### src/rtl/uart_mmio_fifo.sv
// Memory-mapped UART responder: RX and TX byte FIFOs behind a small register window
// at 0x8000_0000, with one-cycle registered load data.
module uart_mmio_fifo #(
    parameter int unsigned DEPTH = 8,
    parameter int unsigned CNT_W = $clog2(DEPTH) + 1
) (
    input  logic        clk,
    input  logic        rst_n,
    input  logic [31:0] req_addr,
    input  logic        req_re,
    input  logic        req_we,
    input  logic [31:0] req_wdata,
    output logic [31:0] rdata,
    input  logic [7:0]  rx_data,
    input  logic        rx_valid,
    output logic        rx_ready,
    output logic [7:0]  tx_data,
    output logic        tx_valid,
    input  logic        tx_ready
);

    localparam int unsigned PW = $clog2(DEPTH);

    localparam logic [7:0] OFF_STATUS = 8'h00;
    localparam logic [7:0] OFF_RXDATA = 8'h04;
    localparam logic [7:0] OFF_TXDATA = 8'h08;
    localparam logic [7:0] OFF_LEVEL  = 8'h0C;

    logic [7:0]       rx_mem_q [DEPTH];
    logic [7:0]       tx_mem_q [DEPTH];
    logic [PW-1:0]    rx_wr_q, rx_rd_q, tx_wr_q, tx_rd_q;
    logic [CNT_W-1:0] rx_cnt_q, rx_cnt_d, tx_cnt_q, tx_cnt_d;
    logic             tx_drop_q, tx_drop_d;
    logic [31:0]      rdata_q, rdata_d;

    logic       hit, rd_en, wr_en;
    logic [7:0] off;
    logic       rx_notfull, rx_nonempty, tx_notfull, tx_nonempty;
    logic       rx_push, rx_pop, tx_push, tx_pop, tx_push_req;

    logic unused_bits;
    assign unused_bits = ^{req_wdata[31:8], req_addr[27:8]};

    always_comb begin
        hit   = (req_addr[31:28] == 4'h8);
        off   = req_addr[7:0];
        rd_en = req_re && hit;
        // A store that coincides with a load is dropped; the load wins.
        wr_en = req_we && !req_re && hit;

        rx_notfull  = (rx_cnt_q != CNT_W'(DEPTH));
        rx_nonempty = (rx_cnt_q != '0);
        tx_notfull  = (tx_cnt_q != CNT_W'(DEPTH));
        tx_nonempty = (tx_cnt_q != '0);

        rx_push     = rx_valid && rx_notfull;
        rx_pop      = rd_en && (off == OFF_RXDATA) && rx_nonempty;
        tx_push_req = wr_en && (off == OFF_TXDATA);
        tx_push     = tx_push_req && tx_notfull;
        tx_pop      = tx_nonempty && tx_ready;

        rx_cnt_d = rx_cnt_q + CNT_W'(rx_push) - CNT_W'(rx_pop);
        tx_cnt_d = tx_cnt_q + CNT_W'(tx_push) - CNT_W'(tx_pop);

        tx_drop_d = tx_drop_q;
        if (tx_push_req && !tx_notfull) begin
            tx_drop_d = 1'b1;
        end else if (rd_en && (off == OFF_STATUS)) begin
            tx_drop_d = 1'b0;
        end

        rdata_d = rdata_q;
        if (req_re) begin
            rdata_d = '0;
            if (hit) begin
                case (off)
                    OFF_STATUS: rdata_d = {29'b0, tx_drop_q, rx_nonempty, tx_notfull};
                    OFF_RXDATA: if (rx_nonempty) rdata_d = {24'b0, rx_mem_q[rx_rd_q]};
                    OFF_LEVEL:  rdata_d = {16'b0, 8'(rx_cnt_q), 8'(tx_cnt_q)};
                    default:    rdata_d = '0;
                endcase
            end
        end
    end

    always_ff @(posedge clk or negedge rst_n) begin
        if (!rst_n) begin
            for (int unsigned i = 0; i < DEPTH; i++) begin
                rx_mem_q[i] <= '0;
                tx_mem_q[i] <= '0;
            end
            rx_wr_q   <= '0;
            rx_rd_q   <= '0;
            tx_wr_q   <= '0;
            tx_rd_q   <= '0;
            rx_cnt_q  <= '0;
            tx_cnt_q  <= '0;
            tx_drop_q <= 1'b0;
            rdata_q   <= '0;
        end else begin
            if (rx_push) begin
                rx_mem_q[rx_wr_q] <= rx_data;
                rx_wr_q           <= rx_wr_q + PW'(1);
            end
            if (rx_pop) begin
                rx_rd_q <= rx_rd_q + PW'(1);
            end
            if (tx_push) begin
                tx_mem_q[tx_wr_q] <= req_wdata[7:0];
                tx_wr_q           <= tx_wr_q + PW'(1);
            end
            if (tx_pop) begin
                tx_rd_q <= tx_rd_q + PW'(1);
            end
            rx_cnt_q  <= rx_cnt_d;
            tx_cnt_q  <= tx_cnt_d;
            tx_drop_q <= tx_drop_d;
            rdata_q   <= rdata_d;
        end
    end

    assign rx_ready = rst_n && rx_notfull;
    assign tx_valid = tx_nonempty;
    assign tx_data  = tx_mem_q[tx_rd_q];
    assign rdata    = rdata_q;

endmodule

### config.mk
export PLATFORM = sky130hd
export DESIGN_NAME = uart_mmio_fifo
export DESIGN_NICKNAME = d
export VERILOG_FILES = /design/src/rtl/uart_mmio_fifo.sv
export SDC_FILE = /design/constraint.sdc
export NUM_CORES = 1
export LEC_CHECK = 0
export ABC_CLOCK_PERIOD_IN_PS = 2400
export CAP_MARGIN = 20
export CORE_ASPECT_RATIO = 1.5
export CORE_MARGIN = 2
export CORE_UTILIZATION = 49
export DETAILED_ROUTE_END_ITERATION = 10
export MAX_ROUTING_LAYER = met4
export PLACE_DENSITY = 0.77
export SETUP_SLACK_MARGIN = 0.02
export SLEW_MARGIN = 20
export SYNTH_ARGS = -nofsm -noshare
export SYNTH_HDL_FRONTEND = slang
export SYNTH_SLANG_ARGS = --single-unit
### constraint.sdc
create_clock -name clk -period 2.4 [get_ports clk]
set_input_delay 0.48 -clock clk [delete_from_list [all_inputs] [get_ports clk]]
set_output_delay 0.48 -clock clk [all_outputs]
set_load 0.01 [all_outputs]
# Word level (Yosys, flattened, before mapping)

Cells that the tools add are included.
W data, S select, Z words.

Equality and inequality tests: 6
Bitwise gates (word level): 4
Add/subtract/negate cells: 8
Reduce and logical (&&, ||, !) cells: 20
Order comparisons: 6
Multiplexer cells: 17

Operators with widths:

| operator              | number |
|---|---|
| $bwmux W64            | 2 |
| $mux W8               | 7 |
| $bmux W8 S3           | 2 |
| $demux W8 S3          | 2 |
| $pmux W12 S3          | 1 |
| $eq A8 B4 Y1 const B  | 2 |
| $ge A4 B4 Y1 const B  | 4 |
| $not A3 Y4            | 4 |
| $logic_and A1 B1 Y1   | 14 |
| $add A3 B1 Y3 const B | 4 |
| $mux W12              | 1 |
| $add A4 B1 Y4         | 2 |
| $eq A8 B3 Y1 const B  | 1 |
| $logic_not A8 Y1      | 1 |
| $lt A4 B1 Y1 const B  | 2 |
| $ne A4 B4 Y1 const B  | 2 |
| $reduce_bool A4 Y1    | 2 |
| $sub A4 B1 Y4         | 2 |
| $eq A4 B4 Y1 const B  | 1 |
| $logic_not A1 Y1      | 2 |
| $mux W1               | 2 |
| $reduce_bool A2 Y1    | 1 |

Register bits after elaboration: 181
Output and inout bits: 42
Input bits: 78

# Depth between registers and ports, before layout

Depth in word-level cells: 7
Mapped depth: 12
Mapped depth without buffers: 11

# Least setup slack after synthesis

No wires, ideal clock.

Path type: input -> register
Start: input req_addr[7]
End: register rx_cnt_q[2]
Data arrival time: 2672 ps
Stages on the path: 10
Setup slack: -395 ps
Data required time: 2277 ps
Setup time: 123 ps
Cell sequence: nor4_1 > nand4_1 > or4b_1 > clkbuf_1 > inv_1 > ha_1 > inv_1 > ha_1 > fa_1 > xor2_1

Longest elaborated chain between the ends: 4

Ends and longest elaborated chain:

| what                             | RTL line | RTL |
|---|---|---|
| from (decl)                      | 9        | `input logic [31:0] req_addr,` |
| $eq A8 B3 Y1                     | 57       | `rx_pop = rd_en && (off == OFF_RXDATA) && rx_nonempty;` |
| $logic_and A1 B1 Y1 (2 in a row) | 57       |  |
| net rx_pop                       | 39       | `logic rx_push, rx_pop, tx_push, tx_pop, tx_push_req;` |
| $sub A4 B1 Y4                    | 62       | `rx_cnt_d = rx_cnt_q + CNT_W'(rx_push) - CNT_W'(rx_pop);` |
| net rx_cnt_d[2]                  | 32       | `logic [CNT_W-1:0] rx_cnt_q, rx_cnt_d, tx_cnt_q, tx_cnt_d;` |
| to (signal assigned)             | 115      | `rx_cnt_q <= rx_cnt_d;` |
| to (decl)                        | 32       |  |

The timed path passes the listed nets, and every way through them passes these cells.
A chain may end at the register's enable or synchronous reset.

# Worst setup path in the final report

Start: register tx_rd_q[0]
End: output tx_data[5]

Longest elaborated chain between the ends: 4

Ends and longest elaborated chain:

| what                                       | RTL line | RTL |
|---|---|---|
| from (decl)                                | 31       | `logic [PW-1:0] rx_wr_q, rx_rd_q, tx_wr_q, tx_rd_q;` |
| from (signal assigned)                     | 113      | `tx_rd_q <= tx_rd_q + PW'(1);` |
| $not A3 Y4 (not written as such)           | 124      | `assign tx_data = tx_mem_q[tx_rd_q];` |
| $bmux W8 S3                                | 124      |  |
| $mux W8 (not written as such) (2 in a row) | 124      |  |
| to (decl)                                  | 17       | `output logic [7:0] tx_data,` |

Every way passes these cells. The select of a mux whose other input is x is not followed.

==> qor.yml <==
sw_frac_of_total_pct: 29.23
routedWlPerCell_um: 21.03
timing.slew.headroom_pct: 42.05
synth.avg_cell_area_um2: 15.08
tns_ns: -0.2076
rsz0062_at_grt: "true"
p_sw_mw: 2.676
antenna_found_initial: 0
synth-seq-area-share_pct: 52.49
syn_area_um2: 7676
p_clk_share_pct: 30.0
status: "finished with violations"
vias: 4652
synth-xor-area-share_pct: 1.369
critPathRequiredTime_ns: 1.92
yosysTopAreaCellShare_pct: 52.49
total_leakage_power_nw: 4.309
reg2reg_depth: 10
insertion_delay_ns: 0.41
detail_route.iter0.violations: 157
synthSimpleGateAreaFrac_pct: 5.640
setup_violations: 5
cts_num_sinks: 161
cts_tree: "built"
cts_buffers: 17
wl_um: 17580
die_y_um: 157.3
rows: 56
synth-seq-cells: 161
finalHoldViolCount: 0
ir_drop_mv: 0.6609
r2r_start: "tx_cnt_q[2]"
grt_max_degree: 162
grt_pass1_vias: 5129
grt.overflow.total: 0
grt_pass1_wl_um: 27540
r2r_slack_ns: 0.07
cts.reportedPaths.clkPinSlew_ns: 0.06
multi_input_area_um2: 3603
grt_usage_pct: 22.52
whs_ns: 0.2144
startpoint: "tx_rd_q[0]"
drv_slew: 0
final_cell_mix: "dfrtp_1 (160), mux2_2 (137), buf_4 (48), clkdlybuf4s50_1 (34), mux4_2 (32)"
dp.final_hpwl_um: 11540
ys_warn_count: 0
internal-power_mw: 6.480
period_share_pct: 103.5
detail-route-antenna-nets: 0
path_class: "reg -> out"
gp_congestion: 0.8256
synth-adder-area-share_pct: 3.130
cts_buffer_depth: 2
crit_path_start_kind: "register"
fp.dieW_um: 106.2
synth.top_cells.by_area: "dfrtp_1 (52%), mux2_2 (21%), mux4_2 (9.4%)"
cts_root_buf: "clkbuf_16"
num_antenna_cells: 0
maxCapViolCount: 0
via_per_inst: 5.565
fillCellCount: 1145
synth_top_area_cell: "dfrtp_1"
seq_area_um2: 4030
drive_above_1_share_pct: 50.71
worstReg2RegEnd: "tx_cnt_q[1]"
synth.area.mux_share_pct: 30.97
nets: 716
htree_num_levels: 4
portBuffers: 55
fin_util_pct: 62.14
fmax_mhz: 402.8
io_pins: 120
combPwrFrac_pct: 27.5
fin_ws_ns: -0.08288
tightest_slew_ns: 0.8692
syn-instance-count: 509
coreArea_um2: 15480
hold_path_class: "in -> async"
die_area_um2: 16700
power_frac_seq_pct: 42.5
critPathArrivalTime_ns: 2.00
drcViolationCount: 0
synth_cell_types: 49
initial_core_util_pct: 49.57
layout_commonest_cell: "dfrtp_1"
synth_top_family_by_area: "multiplexers"
detail_route.first_pass.iterations: 5
fin_crit_ns: 2.483
synth_compound_area_share_pct: 2.445
area_delta_synth_final_pct: 25.35
critPathCaptureType: "output pin"
violations: "setup timing"
path_max_fanout: 8
power.density_nw_per_um2: 951.7
clock-skew-final_ns: 0.005962
[sequential cells by signal, indices dropped and copies added, names as in the netlist]
name       flops
rx_wr_q        3
tx_drop_q      1
rx_mem_q      64
tx_cnt_q       4
tx_wr_q        3
tx_mem_q      64
rx_cnt_q       4
rdata         12
tx_rd_q        3
rx_rd_q        3
[cell type report]
| class | instances | share of cell area, % |
|---|---|---|
| well taps | 203 | 2.640 |
| inverters | 18 | 0.7282 |
| multi-input cells | 309 | 37.45 |
| clock buffers | 19 | 4.707 |
| repair buffers | 113 | 11.03 |
| flip-flops and latches | 161 | 41.89 |
| clock inverters | 13 | 1.560 |
[cell usage after synthesis (all sizes together)]
cell / number
a41oi: 1
nor3: 3
o2bb2ai: 5
a2bb2o: 1
dfrtp: 161
fa: 2
o21ai: 2
a21o: 2
a311oi: 1
nor4b: 3
or4b: 1
a221o: 1
or3b: 2
nor3b: 4
nand3: 4
nor2b: 2
ha: 16
nor4: 4
mux4: 32
inv: 17
nor2: 7
nand4b: 3
o22ai: 1
or3: 2
clkinv: 1
a21oi: 3
a22o: 4
nand2: 7
conb: 1
a31oi: 1
and2: 2
xor2: 4
buf: 28
nand4: 6
mux2: 140
o32a: 1
xnor2: 8
and4bb: 1
a2111oi: 1
clkbuf: 12
or4: 3
nand2b: 1
mux2i: 8
[critical path, stage by stage (launching register included)]
cell	delay, ns
dfrtp_2	0.42
buf_12	0.16
buf_6	0.10
mux4_2	0.50
mux2_4	0.28
buf_6	0.12
[power groups by stage]
stage	combinational [mW]	sequential (mW)	clock, mW
CTS	2.53	3.87	2.79
finish	2.52	3.89	2.75
global placement	2.21	3.82	0
detailed placement	2.34	3.89	0
global route	2.73	3.96	2.91
floorplan	1.75	3.68	0
[worst max-delay path by stage]
stage	endpoint	slack, ns	depth (start not counted)
after floorplan	rx_cnt_q[1]	-0.21	9
after global placement	rx_cnt_q[1]	-0.68	9
after detailed placement	rx_cnt_q[3]	-0.76	11
after CTS	tx_data[5]	-0.10	5
after global routing	tx_data[5]	-0.13	5
final	tx_data[5]	-0.08	5
[per-layer routing]
metal	global-route usage, %	routed length [um]
met1	24.92	6929
met2	40.60	9780
met3	4.265	534
met4	7.644	334
met5	-	0
[stage by stage]
step / worst slack, ns / area, um^2 / power, mW / std cells
6_report: -0.08288 / 9622 / 9.157 / 836
5_1_grt: -0.1292 / 9622 / 9.606 / 836
4_1_cts: -0.1011 / 9569 / 9.184 / 836
3_5_place_dp: -0.7599 / 8802 / 6.222 / 789
3_3_place_gp: -0.6779 / 8802 / 6.024 / 789
2_1_floorplan: -0.2122 / 7830 / 5.430 / 528
[kinds of logic after synthesis]
kind of cell             count (synthesis)
multiplexers                           180
flip-flops                             161
buffers and inverters                   58
AND/OR/NAND/NOR                         55
AO/OA/AOI/OAI                           24
adder cells (fa/ha/maj)                 18
XOR/XNOR                                12
other                                    1
[repair_timing]
item,4_1_cts,5_1_grt
endpoints found under the setup margin,34,29
pin swaps,9,11
resized for setup,82,27
hold buffers,0,0
cloned,1,0
setup buffers,14,1
Power figures use the tool's default switching activity.
